<file path="src/rtl/uart_pkg.sv">
// uart_pkg: shared FSM state type and default requester count for the UART transmit arbiter
package uart_pkg;

    typedef enum logic [1:0] {IDLE, LOAD, BUSY} state_t;

    localparam int UART_NREQ_DEFAULT = 4;

endpackage

</file>
<file path="src/rtl/uart_arb_pick.sv">
// uart_arb_pick: combinational winner pick over a request vector, searching upward from a start index
//   req    : per-requester valid bits
//   start  : index that has highest priority (wraps modulo NREQ)
//   winner : first valid index at or after start
//   any    : at least one request is valid
module uart_arb_pick #(
    parameter int NREQ = 4
) (
    input  logic [NREQ-1:0]         req,
    input  logic [$clog2(NREQ)-1:0] start,
    output logic [$clog2(NREQ)-1:0] winner,
    output logic                    any
);

    localparam int W = $clog2(NREQ);

    // Walk offsets from farthest to nearest so the nearest valid index overwrites last.
    always_comb begin
        winner = '0;
        for (int i = NREQ - 1; i >= 0; i--) begin
            if (req[(int'(start) + i) % NREQ]) winner = W'((int'(start) + i) % NREQ);
        end
    end

    assign any = |req;

endmodule

</file>
<file path="src/rtl/uart_tx_arb.sv">
// uart_tx_arb: arbitrates NREQ byte sources onto a single uart_tx write port
//   clk, rst_n : clock, asynchronous active-low reset
//   req_valid  : per-requester byte pending
//   req_data   : per-requester byte, requester i on bits [8i+7:8i]
//   req_ack    : one-cycle one-hot pulse when a requester's byte is taken by uart_tx
//   tx_data    : latched byte for uart_tx
//   tx_wr_en   : uart_tx write enable, high while in LOAD
//   tx_rdy     : uart_tx idle flag
//   busy       : high whenever not IDLE
//   grant_id   : index of the current or last winner
// Define UART_ARB_RR_EN for round-robin arbitration; otherwise lowest index wins.
module uart_tx_arb
    import uart_pkg::*;
#(
    parameter int NREQ = UART_NREQ_DEFAULT
) (
    input  logic                    clk,
    input  logic                    rst_n,
    input  logic [NREQ-1:0]         req_valid,
    input  logic [NREQ*8-1:0]       req_data,
    output logic [NREQ-1:0]         req_ack,
    output logic [7:0]              tx_data,
    output logic                    tx_wr_en,
    input  logic                    tx_rdy,
    output logic                    busy,
    output logic [$clog2(NREQ)-1:0] grant_id
);

    localparam int W = $clog2(NREQ);

    state_t       state, next_state;
    logic [W-1:0] start, winner;
    logic         any, sel, fire;

    uart_arb_pick #(.NREQ(NREQ)) u_pick (
        .req    (req_valid),
        .start  (start),
        .winner (winner),
        .any    (any)
    );

`ifdef UART_ARB_RR_EN
    logic [W-1:0] ptr;

    // The requester after the one just accepted gets first look next time.
    always_ff @(posedge clk or negedge rst_n) begin
        if (!rst_n) ptr <= '0;
        else if (fire) ptr <= (grant_id == W'(NREQ - 1)) ? '0 : grant_id + 1'b1;
    end

    assign start = ptr;
`else
    assign start = '0;
`endif

    always_ff @(posedge clk or negedge rst_n) begin
        if (!rst_n) state <= IDLE;
        else state <= next_state;
    end

    always_comb begin
        next_state = state;
        sel        = 1'b0;
        fire       = 1'b0;
        tx_wr_en   = 1'b0;
        busy       = state != IDLE;
        case (state)
            IDLE: begin
                sel        = any && tx_rdy;
                next_state = sel ? LOAD : IDLE;
            end
            LOAD: begin
                tx_wr_en   = 1'b1;
                fire       = !tx_rdy;
                next_state = fire ? BUSY : LOAD;
            end
            BUSY:    next_state = tx_rdy ? IDLE : BUSY;
            default: next_state = IDLE;
        endcase
    end

    // The byte is captured at selection so later req_data/req_valid changes cannot disturb it.
    always_ff @(posedge clk or negedge rst_n) begin
        if (!rst_n) begin
            tx_data  <= '0;
            grant_id <= '0;
            req_ack  <= '0;
        end else begin
            req_ack <= fire ? NREQ'(1) << grant_id : '0;
            if (sel) begin
                tx_data  <= req_data[8*int'(winner) +: 8];
                grant_id <= winner;
            end
        end
    end

endmodule
</file>
<file path="config.mk">
export PLATFORM = sky130hd
export DESIGN_NAME = uart_tx_arb
export DESIGN_NICKNAME = d
export VERILOG_FILES = /design/src/rtl/uart_pkg.sv /design/src/rtl/uart_arb_pick.sv /design/src/rtl/uart_tx_arb.sv
export SDC_FILE = /design/constraint.sdc
export NUM_CORES = 1
export LEC_CHECK = 0
export ABC_CLOCK_PERIOD_IN_PS = 1400
export BUFFER_PORTS_ARGS = -buffer_cell sky130_fd_sc_hd__clkbuf_2
export CAP_MARGIN = 20
export CORE_MARGIN = 2
export CORE_UTILIZATION = 40
export DETAILED_ROUTE_END_ITERATION = 8
export PLACE_DENSITY = 0.79
export SLEW_MARGIN = 30
export SYNTH_ARGS = -nofsm -noshare
export SYNTH_HDL_FRONTEND = slang
export SYNTH_SLANG_ARGS = --single-unit
</file>
<file path="constraint.sdc">
create_clock -name clk -period 1.4 [get_ports clk]
set_clock_uncertainty 0.1 [all_clocks]
set_input_delay 0.28 -clock clk [delete_from_list [all_inputs] [get_ports clk]]
set_output_delay 0.28 -clock clk [all_outputs]
set_load 0.05 [all_outputs]
</file>
==> impl_metrics.env, run 1 <==
export IMPL_hold_viol=0
export IMPL_io_buffers=54
export IMPL_fin_crit_sh=1.062
export IMPL_clock_path_buffers=2
export IMPL_routabilityCongestion=0.7052
export IMPL_netlist_area_um2=1055
export IMPL_n_fill_cell=231
export IMPL_crit_path_end_kind="primary output"
export IMPL_final_core_util=0.6121
export IMPL_htreeDepth=1
export IMPL_io_pins=55
export IMPL_status="complete, but fails checks"
export IMPL_period_needed_ns=1.487
export IMPL_path_max_fanout=3
export IMPL_hp_class="input pin to flip-flop"
export IMPL_violations="negative setup slack"
export IMPL_cp_slowest_cell="dfrtp_1"
export IMPL_ir_drop_mv=0.6686
export IMPL_startpoint_type="flip-flop"
export IMPL_netlist_instances=120
export IMPL_synth_cell_types=26
export IMPL_post_route_drc_count=0
export IMPL_p_total_w=0.001917
export IMPL_clkTransAtPathRegs_ns=0.09
export IMPL_clock_sinks=16
export IMPL_cap_violations=0
export IMPL_crit_buf_inv=1
export IMPL_arrival_ns=1.11
export IMPL_fmax_mhz=672.5
export IMPL_critPathTopFamily="flip-flops"
export IMPL_drtAntennaViolNets=0
export IMPL_track_usage=0.1892
export IMPL_via_per_inst=5.355
export IMPL_worst_pin_slew_ns=0.4147
export IMPL_cts_buffers=3
export IMPL_wire_per_inst_um=13.27
export IMPL_num_vias=1130
export IMPL_yosys_warnings=0
export IMPL_diodes=0
export IMPL_die_x_um=55.35
export IMPL_grt_pass1_vias=1060
export IMPL_finish_net_count=221
export IMPL_grt_ovfl_total=0
export IMPL_dp_hpwl_um=2077
export IMPL_worstPathRequired_ns=1.02
export IMPL_die_area_um2=3064
export IMPL_grt_setup_unrepaired="yes"
export IMPL_critical_path_cell_chain="or2_4 > buf_8"
export IMPL_grt_max_degree=27
export IMPL_routed_wl_um=2801
export IMPL_grt_first_pass_wirelength_um=4726
export IMPL_synth_avg_cell_area_um2=8.790
export IMPL_setup_slack_ns=-0.08691
export IMPL_relSlewSlack=0.7235
export IMPL_syn_num_nets=159
export IMPL_core_um2=2477
export IMPL_cts_root_buffer="clkbuf_4"
export IMPL_tritoncts="yes"
export IMPL_slowest_delay_ns=0.42
export IMPL_power_density_nw_per_um2=1264
export IMPL_p_leak_nw=0.7827
export IMPL_drive_above_1_share=0.4420
export IMPL_placementRows=18
export IMPL_drt_iter0_markers=18
export IMPL_ys_ff_latch=16
export IMPL_initial_utilization=0.4258
export IMPL_clk_latency_ns=0.28
export IMPL_worstSetupPathType="flip-flop to primary output"
export IMPL_syn_to_final_growth_pct=43.77
export IMPL_slew_violations=0
export IMPL_die_height_um=55.35
export IMPL_finalSetupViolations=2
export IMPL_antenna_found_initial=0
export IMPL_dr_pass1_iters=5
export IMPL_seq_area_frac_synth=0.3796
layer usage:
metal  GRT usage  vias up  part of all wire
met2      0.3401       52              0.51
met5           0        -                 0
met4     0.06272        0            0.0039
li1            -      554                 -
met3     0.03981        2             0.069
met1      0.2216      522              0.42
what timing repair did:
item / in CTS / in global routing
hold endpoints to repair: 16 / 0
setup buffers: 4 / 0
endpoints found under the setup margin: 8 / 14
resized for setup: 10 / 6
pin swaps: 0 / 0
hold buffers: 1 / 0
gates cloned: 0 / 0
report_power, final:
group,switching [W],internal (W)
clock network,0.000147,0.000158
logic,0.000618,0.000336
registers,0.0000882,0.000569
synthesized netlist by cell type:
cell type	count	area share
or2_2	1	0.0059
nand3b_1	9	0.064
buf_6	2	0.021
nor3b_1	4	0.028
o21a_1	1	0.0071
or4_4	1	0.011
xnor2_1	1	0.0083
a31oi_1	7	0.042
o221a_2	1	0.011
a41oi_2	1	0.015
buf_1	1	0.0036
clkbuf_1	7	0.025
a21oi_1	16	0.076
and2_4	1	0.0083
and3b_1	7	0.058
o21ai_0	9	0.043
nand2_1	4	0.014
dfrtp_1	16	0.38
and3_1	1	0.0059
nor3_1	1	0.0047
nor2b_1	1	0.0059
a211o_1	1	0.0083
inv_1	7	0.025
a22o_1	7	0.058
and2b_1	7	0.050
nor2_1	6	0.021
registers in the layout (all words and copies together), names as in the netlist:
register / cells
state: 2
tx_data: 8
req_ack: 4
grant_id: 2
stage by stage:
stage	hold slack [ns]	TNS, ns	instances	area, um2	setup slack [ns]
2_1_floorplan	-0.1156	-1.163	120	1069	-0.1754
3_3_place_gp	0.1125	-0.7326	202	1373	-0.09202
3_5_place_dp	0.1293	-0.9064	202	1373	-0.1270
4_1_cts	0.07999	-0.2100	211	1496	-0.1101
5_1_grt	0.09903	-0.5921	211	1516	-0.1360
6_report	0.1110	-0.1478	211	1516	-0.08691
layout by cell type (no fill, tap or decap):
master	n
nor3b_1	2
clkbuf_2	50
nor3b_2	1
and3_1	1
nor2b_4	1
nor2_1	6
buf_8	2
a211o_1	1
a41oi_2	1
o21ai_0	9
nor3b_4	1
clkbuf_4	5
buf_12	1
dfrtp_2	2
a31oi_1	7
and3b_1	7
o21a_1	1
a21oi_1	16
and2_4	1
dlygate4sd3_1	1
or4_4	1
buf_4	10
dfrtp_1	14
clkbuf_8	1
buf_6	1
nand2_1	4
nor3_1	1
or2_4	1
xnor2_1	1
a22o_1	7
and2b_1	7
inv_1	7
o221a_2	1
nand3b_1	9
cell families after synthesis:
group                     after synthesis  synth area share
AOI/OAI and AO/OA                      43            0.2598
and+or+nand+nor                        43            0.2776
buffers and inverters                  17           0.07474
DFF                                    16            0.3796
xor gates and xnor gates                1          0.008305
area by class of cell:
cell class / instances / area [um2] / share of cell area
Sequential cell: 16 / 402.9 / 0.2657
Multi-Input combinational cell: 87 / 601.8 / 0.3969
Clock buffer: 4 / 36.28 / 0.02393
Inverter: 7 / 26.28 / 0.01733
Timing Repair Buffer: 67 / 411.6 / 0.2715
Tap cell: 30 / 37.54 / 0.02475
path summary, 6_finish.rpt:
path / slack, ns / depth (start not counted) / start / endpoint
worst min-delay path: 0.11 / 2 / tx_rdy / state[1]
worst min register to register: 0.41 / 1 / grant_id[1] / req_ack[0]
worst max register to register: 0 / 4 / state[1] / tx_data[7]
worst max-delay path: -0.09 / 2 / state[1] / busy
max in group asynchronous: 0.54 / 2 / rst_n / grant_id[1]
min in group asynchronous: 0.34 / 2 / rst_n / req_ack[3]
No activity file was read; power rests on OpenSTA's default activity.
==> run 2: changes to the inputs <==
--- a/config.mk
+++ b/config.mk
@@ -12,6 +12,7 @@
 export CORE_UTILIZATION = 40
 export DETAILED_ROUTE_END_ITERATION = 8
 export PLACE_DENSITY = 0.79
+export RECOVER_POWER = 100
 export SLEW_MARGIN = 30
 export SYNTH_ARGS = -nofsm -noshare
 export SYNTH_HDL_FRONTEND = slang
==> run 2 against run 1 <==
The run still ends with negative setup slack left. Die area unchanged. Global-route usage unchanged. Register-to-register slack barely moved. Highest routed layer unchanged.
==> impl_metrics.env, run 2 (synthesized netlist as in run 1, its figures left out) <==
export IMPL_status="complete, but fails checks"
export IMPL_violations="negative setup slack"
export IMPL_power_density_nw_per_um2=1266
export IMPL_rr_worst_depth=4
export IMPL_htreeDepth=1
export IMPL_grt_first_pass_wirelength_um=4726
export IMPL_syn_to_final_growth_pct=42.59
export IMPL_worstPathRequired_ns=1.02
export IMPL_period_needed_ns=1.488
export IMPL_fmax_mhz=671.8
export IMPL_final_core_util=0.6071
export IMPL_num_vias=1122
export IMPL_hold_viol=0
export IMPL_antenna_found_initial=0
export IMPL_worstSetupPathType="flip-flop to primary output"
export IMPL_ir_drop_mv=0.6675
export IMPL_grt_use_met2=0.3401
export IMPL_dpl_worst_slack_ns=-0.1270
export IMPL_path_max_fanout=3
export IMPL_relSlewSlack=0.7276
export IMPL_die_area_um2=3064
export IMPL_layout_commonest_cell="clkbuf_2"
export IMPL_diodes=0
export IMPL_finalSetupViolations=3
export IMPL_cp_depth=2
export IMPL_fin_crit_sh=1.063
export IMPL_r2r_start="state[1]"
export IMPL_dr_pass1_iters=4
export IMPL_critical_path_cell_chain="or2_4 > buf_8"
export IMPL_die_x_um=55.35
export IMPL_whs_ns=0.08938
export IMPL_layout_common_cells="clkbuf_2, a21oi_1, dfrtp_1, nand3b_1, o21ai_0"
export IMPL_setup_slack_ns=-0.08844
export IMPL_placementRows=18
export IMPL_drtAntennaViolNets=0
export IMPL_grt_max_degree=27
export IMPL_tritoncts="yes"
export IMPL_endpoint="busy"
export IMPL_cts_buffers=3
export IMPL_crit_path_end_kind="primary output"
export IMPL_slew_violations=0
export IMPL_startpoint_type="flip-flop"
export IMPL_grt_setup_unrepaired="yes"
export IMPL_drt_iter0_markers=18
export IMPL_crit_path_start="state[1]"
export IMPL_grt_pass1_vias=1060
export IMPL_largestRegisters="tx_data: 8 flops, req_ack: 4 flops"
export IMPL_setup_tns_final_ns=-0.1510
export IMPL_io_pins=55
export IMPL_initial_utilization=0.4258
export IMPL_cap_violations=0
export IMPL_p_leak_nw=0.7809
export IMPL_worst_pin_slew_ns=0.4086
export IMPL_hp_class="input pin to flip-flop"
export IMPL_core_um2=2477
export IMPL_largest_register_ffs=8
export IMPL_met1_usage=0.2216
export IMPL_clock_sinks=16
export IMPL_clkTransAtPathRegs_ns=0.09
export IMPL_slowest_delay_ns=0.42
export IMPL_cp_slowest_cell="dfrtp_1"
export IMPL_cts_root_buffer="clkbuf_4"
export IMPL_io_buffers=54
export IMPL_top_register="tx_data"
export IMPL_routabilityCongestion=0.7052
export IMPL_finish_net_count=221
export IMPL_dp_hpwl_um=2077
export IMPL_critPathTopFamily="flip-flops"
export IMPL_top_usage_layer="met2"
export IMPL_p_total_w=0.001904
export IMPL_rrSetupSlack_ns=0
export IMPL_post_route_drc_count=0
export IMPL_track_usage=0.1892
export IMPL_arrival_ns=1.11
export IMPL_die_height_um=55.35
export IMPL_via_per_inst=5.318
export IMPL_grt_ovfl_total=0
export IMPL_timing_rr_end="tx_data[7]"
export IMPL_clk_latency_ns=0.28
export IMPL_crit_buf_inv=1
export IMPL_drive_above_1_share=0.4365
export IMPL_clock_path_buffers=2
export IMPL_grt_use_met3=0.03981
export IMPL_wire_per_inst_um=13.20
export IMPL_routed_wl_um=2786
[run 2: worst min path at each step]
stage	from	endpoint	slack [ns]	depth (start not counted)
6_report	tx_rdy	state[1]	0.09	2
2_1_floorplan	rst_n	grant_id[0]	-0.12	0
3_3_place_gp	rst_n	req_ack[3]	0.11	1
5_1_grt	tx_rdy	state[1]	0.08	2
3_5_place_dp	rst_n	req_ack[3]	0.13	1
4_1_cts	tx_rdy	state[1]	0.08	2
[run 2: worst register-to-register path, cell delays in order (launching register included)]
cell     delay [ns]
dfrtp_1        0.42
nor3b_1        0.24
buf_4          0.21
and2_4         0.22
a41oi_2        0.10
[run 2: per-stage QoR]
stage / instance area (um2) / cells
floorplan: 1069 / 120
global placement: 1373 / 202
detailed placement: 1373 / 202
CTS: 1496 / 211
global route: 1504 / 211
finish: 1504 / 211
[run 2: area by class of cell]
| type | count | area (um2) |
|---|---|---|
| well taps | 30 | 37.54 |
| fillers | 236 | 973.4 |
| flip-flops and latches | 16 | 401.6 |
| inverters | 7 | 26.28 |
| multi-input cells | 87 | 595.6 |
| clock buffers | 4 | 36.28 |
| repair buffers | 67 | 406.6 |
[run 2: timing repair]
item,CTS,global route
setup endpoints to repair,8,14
setup buffers,4,0
gates resized for setup,10,6
hold buffers,1,0
hold endpoints to repair,16,0
[run 2: report_power, final]
group | internal, W | switching (W) | total, W
sequential | 0.000567 | 0.0000879 | 0.000655
clock | 0.000158 | 0.000148 | 0.000306
combinational | 0.000329 | 0.000613 | 0.000942
[run 2: routing by layer]
layer / vias to the layer above / share of wire
li1: 554 / -
met4: 0 / 0.0039
met2: 50 / 0.51
met5: - / 0
met1: 516 / 0.41
met3: 2 / 0.070
